==> config.mk <==
export PLATFORM = sky130hd
export DESIGN_NAME = inputc
export DESIGN_NICKNAME = d
export VERILOG_FILES = /design/src/rtl/inputc.sv
export SDC_FILE = /design/constraint.sdc
export NUM_CORES = 1
export LEC_CHECK = 0
export ABC_CLOCK_PERIOD_IN_PS = 2600
export CORE_MARGIN = 10
export CORE_UTILIZATION = 40
export DETAILED_ROUTE_END_ITERATION = 10
export PLACE_DENSITY = 0.64
export SETUP_SLACK_MARGIN = 0.05
export SLEW_MARGIN = 20
export SYNTH_ARGS = -nofsm -noshare
export SYNTH_HDL_FRONTEND = slang
export SYNTH_SLANG_ARGS = --single-unit
==> constraint.sdc <==
create_clock -name clk -period 2.6 [get_ports clk]
set_clock_uncertainty 0.1 [all_clocks]
set_input_delay 0.78 -clock clk [delete_from_list [all_inputs] [get_ports clk]]
set_output_delay 0.78 -clock clk [all_outputs]
set_load 0.01 [all_outputs]
==> src/rtl/inputc.sv <==
// inputc: receive end of the router link.
// Incoming flits go into a FIFO per virtual channel. The head of each FIFO is
// shown to the crossbar as soon as it is written, with no extra cycle of delay.
// Each accepted pop returns one credit on ack_o in the next cycle.
// lck_o[i] stays high while any packet on VC i is still in the buffer.
//
// Receive framing FSM, one copy per VC:
//   state    | meaning
//   S_IDLE   | between packets; expects HEAD or HEADTAIL
//   S_IN_PKT | HEAD received; expects BODY or TAIL
module inputc #(
    parameter int ROUTERID = 0,
    parameter int PCHID    = 0,
    parameter int DATA_W   = 34,
    parameter int VCH_N    = 2,
    parameter int FIFO_D   = 4
) (
    input  logic                                          clk,
    input  logic                                          rst_n,
    input  logic                                          in_valid,
    input  logic [((VCH_N > 1) ? $clog2(VCH_N) : 1)-1:0]  in_vch,
    input  logic [DATA_W-1:0]                             in_data,
    input  logic [VCH_N-1:0]                              pop_i,
    output logic [VCH_N-1:0]                              out_valid,
    output logic [VCH_N*DATA_W-1:0]                       out_data,
    output logic [VCH_N-1:0]                              ack_o,
    output logic [VCH_N-1:0]                              lck_o,
    output logic                                          err_o
);

    localparam int VW = (VCH_N > 1) ? $clog2(VCH_N) : 1;
    localparam int PW = $clog2(FIFO_D);
    localparam int CW = PW + 1;

    localparam logic [1:0] T_BODY     = 2'b00;
    localparam logic [1:0] T_HEAD     = 2'b01;
    localparam logic [1:0] T_TAIL     = 2'b10;
    localparam logic [1:0] T_HEADTAIL = 2'b11;

    typedef enum logic {
        S_IDLE   = 1'b0,
        S_IN_PKT = 1'b1
    } rx_state_t;

    logic [DATA_W-1:0] mem_q    [VCH_N][FIFO_D];
    logic [DATA_W-1:0] mem_d    [VCH_N][FIFO_D];
    logic [PW-1:0]     wr_ptr_q [VCH_N];
    logic [PW-1:0]     wr_ptr_d [VCH_N];
    logic [PW-1:0]     rd_ptr_q [VCH_N];
    logic [PW-1:0]     rd_ptr_d [VCH_N];
    logic [CW-1:0]     cnt_q    [VCH_N];
    logic [CW-1:0]     cnt_d    [VCH_N];
    logic [CW-1:0]     pkt_q    [VCH_N];
    logic [CW-1:0]     pkt_d    [VCH_N];
    rx_state_t         rx_state_q [VCH_N];
    rx_state_t         rx_state_d [VCH_N];

    logic [VCH_N-1:0]  ack_q, ack_d;
    logic [VCH_N-1:0]  lck_q, lck_d;
    logic              err_q, err_d;

    logic [VCH_N-1:0]  sel;
    logic [VCH_N-1:0]  push_ok;
    logic [VCH_N-1:0]  pop_ok;
    logic [VCH_N-1:0]  ovf;
    logic [VCH_N-1:0]  pkt_inc;
    logic [VCH_N-1:0]  pkt_dec;
    logic [VCH_N-1:0]  proto_err;
    logic [1:0]        in_type;
    logic [1:0]        head_type [VCH_N];

    assign in_type = in_data[DATA_W-1 -: 2];

    // Per-VC accept decisions. A pop is accepted only on a non-empty FIFO.
    // A push to a full FIFO is accepted only when the same VC pops in that cycle.
    always_comb begin
        sel     = '0;
        push_ok = '0;
        pop_ok  = '0;
        ovf     = '0;
        pkt_inc = '0;
        pkt_dec = '0;
        for (int i = 0; i < VCH_N; i++) begin
            head_type[i] = mem_q[i][rd_ptr_q[i]][DATA_W-1 -: 2];
            sel[i]       = in_valid && (in_vch == VW'(i));
            pop_ok[i]    = pop_i[i] && (cnt_q[i] != '0);
            push_ok[i]   = sel[i] && ((cnt_q[i] != CW'(FIFO_D)) || pop_ok[i]);
            ovf[i]       = sel[i] && !push_ok[i];
            pkt_inc[i]   = push_ok[i] && ((in_type == T_HEAD) || (in_type == T_HEADTAIL));
            pkt_dec[i]   = pop_ok[i] && ((head_type[i] == T_TAIL) || (head_type[i] == T_HEADTAIL));
        end
    end

    // FIFO storage, pointer, occupancy and packet-count next values.
    // The pointers are PW bits wide, so they wrap modulo FIFO_D without extra logic.
    always_comb begin
        mem_d = mem_q;
        for (int i = 0; i < VCH_N; i++) begin
            wr_ptr_d[i] = wr_ptr_q[i];
            rd_ptr_d[i] = rd_ptr_q[i];
            if (push_ok[i]) begin
                mem_d[i][wr_ptr_q[i]] = in_data;
                wr_ptr_d[i]           = wr_ptr_q[i] + PW'(1);
            end
            if (pop_ok[i]) begin
                rd_ptr_d[i] = rd_ptr_q[i] + PW'(1);
            end
            cnt_d[i] = cnt_q[i] + CW'(push_ok[i]) - CW'(pop_ok[i]);
            pkt_d[i] = pkt_q[i] + CW'(pkt_inc[i]) - CW'(pkt_dec[i]);
            lck_d[i] = (pkt_d[i] != '0);
        end
        ack_d = pop_ok;
        err_d = err_q | (|ovf) | (|proto_err);
    end

    // Datapath and status registers.
    always_ff @(posedge clk or negedge rst_n) begin
        if (!rst_n) begin
            for (int i = 0; i < VCH_N; i++) begin
                for (int j = 0; j < FIFO_D; j++) begin
                    mem_q[i][j] <= '0;
                end
                wr_ptr_q[i] <= '0;
                rd_ptr_q[i] <= '0;
                cnt_q[i]    <= '0;
                pkt_q[i]    <= '0;
            end
            ack_q <= '0;
            lck_q <= '0;
            err_q <= 1'b0;
        end else begin
            mem_q    <= mem_d;
            wr_ptr_q <= wr_ptr_d;
            rd_ptr_q <= rd_ptr_d;
            cnt_q    <= cnt_d;
            pkt_q    <= pkt_d;
            ack_q    <= ack_d;
            lck_q    <= lck_d;
            err_q    <= err_d;
        end
    end

    // Framing FSM state register.
    always_ff @(posedge clk or negedge rst_n) begin
        if (!rst_n) begin
            for (int i = 0; i < VCH_N; i++) begin
                rx_state_q[i] <= S_IDLE;
            end
        end else begin
            rx_state_q <= rx_state_d;
        end
    end

    // Framing FSM next state.
    // Only stored flits advance the FSM. A flit that breaks the framing still
    // takes the normal transition for its type.
    always_comb begin
        for (int i = 0; i < VCH_N; i++) begin
            rx_state_d[i] = rx_state_q[i];
            if (push_ok[i]) begin
                case (in_type)
                    T_HEAD:     rx_state_d[i] = S_IN_PKT;
                    T_TAIL:     rx_state_d[i] = S_IDLE;
                    T_HEADTAIL: rx_state_d[i] = S_IDLE;
                    default:    rx_state_d[i] = rx_state_q[i];
                endcase
            end
        end
    end

    // Framing FSM output: flag a flit type that is illegal in the current state.
    always_comb begin
        proto_err = '0;
        for (int i = 0; i < VCH_N; i++) begin
            if (push_ok[i]) begin
                if (rx_state_q[i] == S_IDLE) begin
                    proto_err[i] = (in_type == T_BODY) || (in_type == T_TAIL);
                end else begin
                    proto_err[i] = (in_type == T_HEAD) || (in_type == T_HEADTAIL);
                end
            end
        end
    end

    // Head-of-FIFO presentation. An empty VC drives zero data.
    always_comb begin
        out_data = '0;
        for (int i = 0; i < VCH_N; i++) begin
            out_valid[i] = (cnt_q[i] != '0);
            if (out_valid[i]) begin
                out_data[i*DATA_W +: DATA_W] = mem_q[i][rd_ptr_q[i]];
            end
        end
    end

    assign ack_o = ack_q;
    assign lck_o = lck_q;
    assign err_o = err_q;

    // Occupancy must never go past the FIFO depth.
    always @(posedge clk) begin
        for (int i = 0; i < VCH_N; i++) begin
            if (rst_n) begin
                assert (cnt_q[i] <= CW'(FIFO_D))
                else $error("inputc r%0d p%0d vc%0d: occupancy overrun", ROUTERID, PCHID, i);
            end
        end
    end

endmodule

## Word-level counts from Yosys, hierarchy flattened

Cells that the tools add are included.

- Output and inout bits: 75
- Input bits: 40
- Flip-flop bits (word level): 299

- Reduce and logical (&&, ||, !) cells: 33
- $lt $le $gt $ge: 6
- $add $sub $neg: 12
- Bitwise gates (word level): 7
- Eq/ne operators: 9
- Multiplexer cells: 19

Operators with widths:

| kind | count |
|---|---|
| bitwise mux 136 bit | 2 |
| two-way mux 34 bit | 8 |
| binary-select mux 34 bit (select 2 bit) | 2 |
| demux 34 bit (select 2 bit) | 2 |
| logical AND 1 bit | 14 |
| adder 3 x 1 -> 3 bit | 4 |
| equality test 2 bit, second input constant | 6 |
| >= comparator 3 bit, second input constant | 4 |
| inverter 2 -> 3 bit | 4 |
| nonzero test 3 bit | 4 |
| subtractor 3 x 1 -> 3 bit | 4 |
| adder 2 x 1 -> 2 bit, second input constant | 4 |
| logical OR 1 bit | 6 |
| less-than comparator 3 x 1 -> 1 bit, second input constant | 2 |
| inequality test 3 bit, second input constant | 2 |
| OR reduction 2 bit | 3 |
| two-way mux 1 bit | 4 |
| AND reduction 2 bit | 2 |
| equality test 2 x 1 -> 1 bit, second input constant | 1 |
| logical NOT 1 bit | 2 |
| logical NOT 2 bit | 1 |
| OR 1 bit | 2 |
| case mux 1 bit (2 select lines) | 1 |
| nonzero test 2 bit | 1 |
| inverter 1 bit | 1 |

## Longest topological paths before layout

Gate-level depths: netlist (run 1).

- Depth after elaboration: 9
- Mapped depth: 11
- Gate-level depth less buffers: 9

## Worst setup path after synthesis (run 1)

Ideal clock, no wire load.

- Path type: input -> register
- Start point: input pop_i[1]
- End point: register lck_q[1] (netlist: lck_o[1])
- Path buffers: 2
- Cell stages on the path: 10
- Setup slack: -0.571 ns
- Required time: 2.369 ns
- Arrival: 2.939 ns
- Setup time: 0.131 ns
- Cells stage by stage: or4b_1 buf_6 and3_4 buf_6 nand2_1 ha_1 inv_1 ha_1 fa_1 or3_1

RTL lines:

| item | line | RTL |
|---|---|---|
| from (decl) | 23 | `input logic [VCH_N-1:0] pop_i,` |
| to (signal assigned) | 138 | `lck_q <= lck_d;` |
| to (decl) | 59 | `logic [VCH_N-1:0] lck_q, lck_d;` |

## Final worst setup path (run 1)

- Start point: register rd_ptr_q[0] in the netlist's numbering
- End point: output out_data[51]

- Longest elaborated chain between the ends: 5

Ends and longest elaborated chain:

| item | line | RTL |
|---|---|---|
| from (decl) | 49 | `logic [PW-1:0] rd_ptr_q [VCH_N];` |
| from (signal assigned) | 134 | `rd_ptr_q <= rd_ptr_d;` |
| inverter 2 -> 3 bit (not written as such) | 191 | `out_data[i*DATA_W +: DATA_W] = mem_q[i][rd_ptr_q[i]];` |
| binary-select mux 34 bit (select 2 bit) | 191 |  |
| two-way mux 34 bit (not written as such) (2 in a row) | 191 |  |
| two-way mux 34 bit | 190 | `if (out_valid[i]) begin` |
| to (decl) | 25 | `output logic [VCH_N*DATA_W-1:0] out_data,` |

Every way passes these cells. The select of a mux whose other input is x is not followed.

==> results of run 1 <==
==> worst max-delay path, cell delays in order, from the launching register on <==
cell and delay (ps):
dfrtp_2 390, buf_6 130, buf_6 130, buf_16 140, mux4_2 520, and2_4 160, buf_6 110
==> how the worst max path moves through the flow <==
stage / start / end / slack, ps / cells past startpoint
global placement: pop_i[0] / lck_o[0] / -850 / 9
CTS: rd_ptr_q[0] / out_data[51] / -440 / 6
global route: rd_ptr_q[0] / out_data[52] / -450 / 6
detailed placement: pop_i[0] / lck_o[0] / -900 / 9
finish: rd_ptr_q[0] / out_data[51] / -380 / 6
floorplan: pop_i[1] / lck_o[1] / -490 / 10
==> state kept, by name, summed over array words and instances (netlist names) <==
register and cells:
ack_o 2, pkt_q 6, wr_ptr_q 4, lck_o 2, err_o 1, rx_state_q 2, rd_ptr_q 4, cnt_q 6
mem_q 272
==> kinds of logic after synthesis <==
family	share of synthesized area
adders and majority gates	0.0204
muxes	0.335
AOI/OAI and AO/OA	0.00282
and+or+nand+nor	0.0517
xor gates and xnor gates	0.0102
buffers and inverters	0.0357
DFF	0.544
==> synth_stat cells <==
master    number
or3_2          1
mux2_2       254
mux2_4         1
a31oi_1        1
nand3_4        4
fa_1           4
dfrtp_1      299
xor2_1         6
mux4_2        68
nand4_4        4
ha_1          16
a21oi_1        2
o21ai_0        1
a31o_2         1
buf_1          3
and2_1        70
nand2_1        2
mux2_1        18
nor2b_1        1
nand3_1        4
and3_1         2
xnor2_1       10
a41oi_1        1
or4b_1         2
and3_4         1
or3_1          3
and2_0         1
buf_6         26
buf_4          1
buf_2         11
clkbuf_1      15
inv_1         18
nand3b_1       1
==> stage by stage <==
| stage | total power, mW | std cells | setup slack (ps) |
|---|---|---|---|
| floorplan | 14.6 | 852 | -486 |
| global placement | 19.2 | 1424 | -853 |
| detailed placement | 19.4 | 1424 | -896 |
| CTS | 26.2 | 1521 | -437 |
| global route | 28.1 | 1526 | -455 |
| finish | 26.5 | 1527 | -381 |
==> power breakdown <==
part / leakage, nW / internal (mW) / switching (mW)
clock: 0.573 / 3.07 / 1.91
combinational: 3.78 / 8.53 / 4.84
sequential: 3.58 / 7.00 / 1.13
==> layout make-up <==
class                      instances  area, um2
fill                            2790      15600
clock inverter                    11        166
sequential                       299       7490
tap                              448        561
multi-input combinational        479       6120
clock buffer                      49       1030
antenna                            1       2.50
inverter                          18       70.1
timing repair buffer             222       2700
==> repair_timing <==
item | 4_1_cts | 5_1_grt
cloned | 6 | 0
gates resized for setup | 430 | 48
setup endpoints to repair | 77 | 78
pin swaps | 56 | 12
setup buffers | 32 | 6
==> metal layers <==
layer  share of wire  vias up  GRT usage
li1                -     3494          -
met1            0.45     4209      0.218
met2            0.48      146      0.258
met3           0.054       35     0.0315
met4           0.017        0     0.0399
met5               0        -          0
==> cells in the final DEF, fill, tap and decap left out, drive strengths merged <==
cell type	instances
mux2	273
nand4	4
a31oi	1
nand2	2
clkbuf	49
xor2	6
clkinvlp	4
and3	3
dfrtp	299
and2	71
inv	18
fa	4
or3	4
clkinv	4
dlygate4sd2	2
a21oi	2
xnor2	10
bufinv	3
buf	179
or4b	2
a41oi	1
o21ai	1
nand3	8
nand3b	1
dlymetal6s2s	2
nor2b	1
ha	16
clkdlybuf4s50	39
diode	1
a31o	1
mux4	68
==> flow_summary.json, run 1 <==
{
  "fmax_mhz": 335,
  "hold_class": "input port to async pin",
  "ys_seq_elements": 299,
  "drive_gt1_frac": 0.618,
  "yosysWarnings": 0,
  "boundaryPins": 115,
  "nets": 1114,
  "drt-initial-drc-count": 257,
  "port_buffers": 114,
  "drc": 0,
  "reg2reg_depth": 10,
  "finalSetupViolCount": 72,
  "netlist_area_um2": 13800,
  "crit_path_start_kind": "flop",
  "synth_seq_area_share": 0.544,
  "htreeDepth": 2,
  "hold_ws_ps": 102,
  "wire_per_inst_um": 21.4,
  "violations": "negative setup slack",
  "r2r_start": "rd_ptr_q[0]",
  "r2r_end": "lck_o[1]",
  "status": "complete, but fails checks",
  "area_delta_synth_final_pct": 31.9,
  "finalCriticalPeriod_ps": 2980,
  "postLayoutCoreUtil": 0.538,
  "cellPowerDensity_nw_per_um2": 1460,
  "grt_pass1_vias": 8754,
  "synth_area_leader_cell": "dfrtp_1",
  "synth_cell_types": 33,
  "fin_crit_sh": 1.15,
  "hold_viol": 0,
  "worstPathRequired_ps": 1720,
  "grt_first_pass_wirelength_um": 52600,
  "slew_violations": 0,
  "first_pass_iters": 6,
  "fin_area_um2": 18100,
  "routabilityCongestion": 0.723,
  "viasPerCell": 5.16,
  "setup_tns_ps": -19570,
  "cts_root_buf": "clkbuf_16",
  "die-area_um2": 42200,
  "rrSetupSlack_ps": -260,
  "slew-limit-headroom": 0.689,
  "clock_sinks": 299,
  "syn_area_per_cell_um2": 16.1,
  "worst_slack_ps": -381,
  "grt_overflow": 0,
  "clk_pin_slew_ps": 60,
  "tightest_slew_ps": 467,
  "p_leak_nw": 7.93,
  "clockBufferDepth": 3,
  "crit_path_max_fanout": 7,
  "synth_top_area_share": 0.544,
  "syn-instance-count": 852,
  "drt_wl_total_um": 32700,
  "cts_buffers": 34,
  "die_h_um": 205,
  "cts_tree": "done",
  "place_area_um2": 16000,
  "peakVddDrop_mv": 0.709,
  "grt_usage": 0.160,
  "clk_latency_ps": 520,
  "worstSetupEndpointType": "primary output",
  "synth.area.top_cells": "dfrtp_1 54%, mux2_2 21%, mux4_2 11%",
  "die-width_um": 205,
  "postSynthNetCount": 912,
  "maxCapViolations": 0,
  "initial_utilization": 0.408,
  "vias": 7884,
  "grt_antenna_before_repair": 0,
  "detail-route-antenna-nets": 0,
  "fp-row-count": 67,
  "arrival_ps": 2100,
  "dpl.hpwl_um": 21300,
  "grt_max_degree": 62,
  "rsz0062_at_grt": "true",
  "core-area_um2": 33700,
  "holdBufCountCts": 0,
  "path_class": "flop to primary output"
}
No activity file was read; power rests on OpenSTA's default activity.
==> inputs of run 2 (changes only) <==
ABC_CLOCK_PERIOD_IN_PS = 3300   (was 2600)
PLACE_DENSITY = 0.62   (was 0.64)
clock period = 3.3 ns   (was 2.6 ns; I/O delays follow)
==> flow_summary.json, run 2 (same netlist as run 1, synthesis figures left out) <==
{
  "slew-limit-headroom": 0.680,
  "drive_gt1_frac": 0.535,
  "critical_path.top_delay_family": "buffers and inverters",
  "place_area_um2": 15700,
  "layout.cells.most_common": "dfrtp_1",
  "hold_viol": 0,
  "crit_chain": "buf_8, buf_12, buf_16, mux4_2, and2_4, buf_6",
  "setup_tns_ps": 0,
  "p_switching_mw": 5.87,
  "cts_tree": "done",
  "fin_area_um2": 17100,
  "arrival_ps": 2140,
  "die-width_um": 205,
  "cts_buffers": 35,
  "dr_wl_met3_um": 1260,
  "cpPeakStageDelay_ps": 500,
  "crit_path_start_kind": "flop",
  "status": "finished, final reports clean",
  "worstSetupEndpointType": "primary output",
  "largest_registers": "mem_q x272, cnt_q x6, pkt_q x6",
  "postLayoutCoreUtil": 0.506,
  "top_layer_used": "met4",
  "viasPerCell": 5.18,
  "drt-initial-drc-count": 340,
  "cts_root_buf": "clkbuf_16",
  "maxCapViolations": 0,
  "largest_reg_flops": 272,
  "met2_length_um": 16200,
  "clock_sinks": 299,
  "path_buf_inv": 4,
  "finalNonFillerCells": 1488,
  "clk_latency_ps": 510,
  "wire_per_inst_um": 22.1,
  "port_buffers": 114,
  "dpl.cell_count": 1404,
  "peakVddDrop_mv": 0.646,
  "reg2reg_depth": 10,
  "clockBufferDepth": 3,
  "core-area_um2": 33700,
  "p_comb_frac": 0.471,
  "tightest_slew_ps": 480,
  "fmax_mhz": 310,
  "grt_first_pass_wirelength_um": 52400,
  "layout_common_cells": "295 x dfrtp_1, 254 x mux2_2, 68 x mux4_2, 44 x clkdlybuf4s50_1, 36 x and2_1",
  "fp-row-count": 67,
  "htreeDepth": 2,
  "p_leak_nw": 7.45,
  "drc": 0,
  "grt_max_degree": 72,
  "dpl.hpwl_um": 20600,
  "hold_class": "input port to async pin",
  "grt_pass1_vias": 8630,
  "finalPower_mw": 19.0,
  "p_seq_frac": 0.337,
  "grt_antenna_before_repair": 1,
  "grt_usage": 0.160,
  "p_clk_frac": 0.192,
  "routabilityCongestion": 0.754,
  "met1_length_um": 14700,
  "fin_crit_sh": 0.979,
  "worst_slack_ps": 69.1,
  "crit_path_max_fanout": 5,
  "detail-route-antenna-nets": 0,
  "finalSetupViolCount": 0,
  "initial_utilization": 0.408,
  "p_int_mw": 13.1,
  "rsz0062_at_grt": "true",
  "drt_wl_total_um": 32900,
  "die_h_um": 205,
  "cp_slowest_cell": "mux4_2",
  "boundaryPins": 115,
  "r2r_start": "rd_ptr_q[0]",
  "netSwitchingFraction": 0.310,
  "worstPathRequired_ps": 2210,
  "clk_pin_slew_ps": 60,
  "r2r_end": "lck_o[1]",
  "grt_overflow": 0,
  "rrSetupSlack_ps": 300,
  "first_pass_iters": 4,
  "die-area_um2": 42200,
  "finalCriticalPeriod_ps": 3230,
  "path_class": "flop to primary output",
  "slew_violations": 0,
  "top_register": "mem_q",
  "place_ws_ps": -368,
  "nets": 1076,
  "cellPowerDensity_nw_per_um2": 1110,
  "vias": 7710,
  "area_delta_synth_final_pct": 24.0,
  "hold_ws_ps": 326
}
==> run 2: cell types whose count changed in the layout (fill, tap and decap cells not counted), moves of 5 or more <==
cell and delta:
and2_1 +28, clkbuf_1 +7, and2_4 -28, clkdlybuf4s50_1 +5, clkbuf_2 +15, buf_4 -9, ha_1 +8, inv_2 -5
inv_1 +6, buf_6 -64, ha_4 -8, buf_12 -11, buf_2 +21
==> run 2: power by group through the flow <==
stage	combinational [mW]	clock (mW)	sequential, mW
finish	8.94	3.63	6.40
global route	9.69	3.88	6.63
CTS	9.19	3.73	6.38
detailed placement	8.59	0	6.45
global placement	8.48	0	6.39
floorplan	5.32	0	6.12
==> run 2: worst max path at each step <==
| stage | from | end | slack (ps) | cells past startpoint |
|---|---|---|---|---|
| floorplan | pop_i[1] | lck_o[1] | -70 | 10 |
| global placement | pop_i[0] | lck_o[0] | -340 | 9 |
| detailed placement | pop_i[0] | lck_o[0] | -370 | 9 |
| CTS | rd_ptr_q[2] | out_data[23] | 30 | 7 |
| global route | rd_ptr_q[0] | out_data[50] | 3 | 6 |
| finish | rd_ptr_q[0] | out_data[50] | 70 | 6 |
==> run 2: area by class of cell <==
| class | instances | area [um2] |
|---|---|---|
| multi-input combinational | 479 | 5870 |
| clock inverter | 8 | 71.3 |
| fill | 2876 | 16600 |
| antenna | 1 | 2.50 |
| sequential | 299 | 7490 |
| timing repair buffer | 183 | 2000 |
| clock buffer | 52 | 1000 |
| tap | 448 | 561 |
| inverter | 18 | 67.6 |
==> run 2: metal layers <==
layer / up-vias / GRT usage
li1: 3437 / -
met1: 4090 / 0.208
met2: 132 / 0.269
met3: 51 / 0.0308
met4: 0 / 0.0423
met5: - / 0
==> run 2: what timing repair did <==
item	in CTS	in global routing
buffers inserted	20	0
hold buffers	0	0
pin swaps	3	1
gates cloned	9	0
gates resized for setup	268	53
endpoints found under the setup margin	68	55
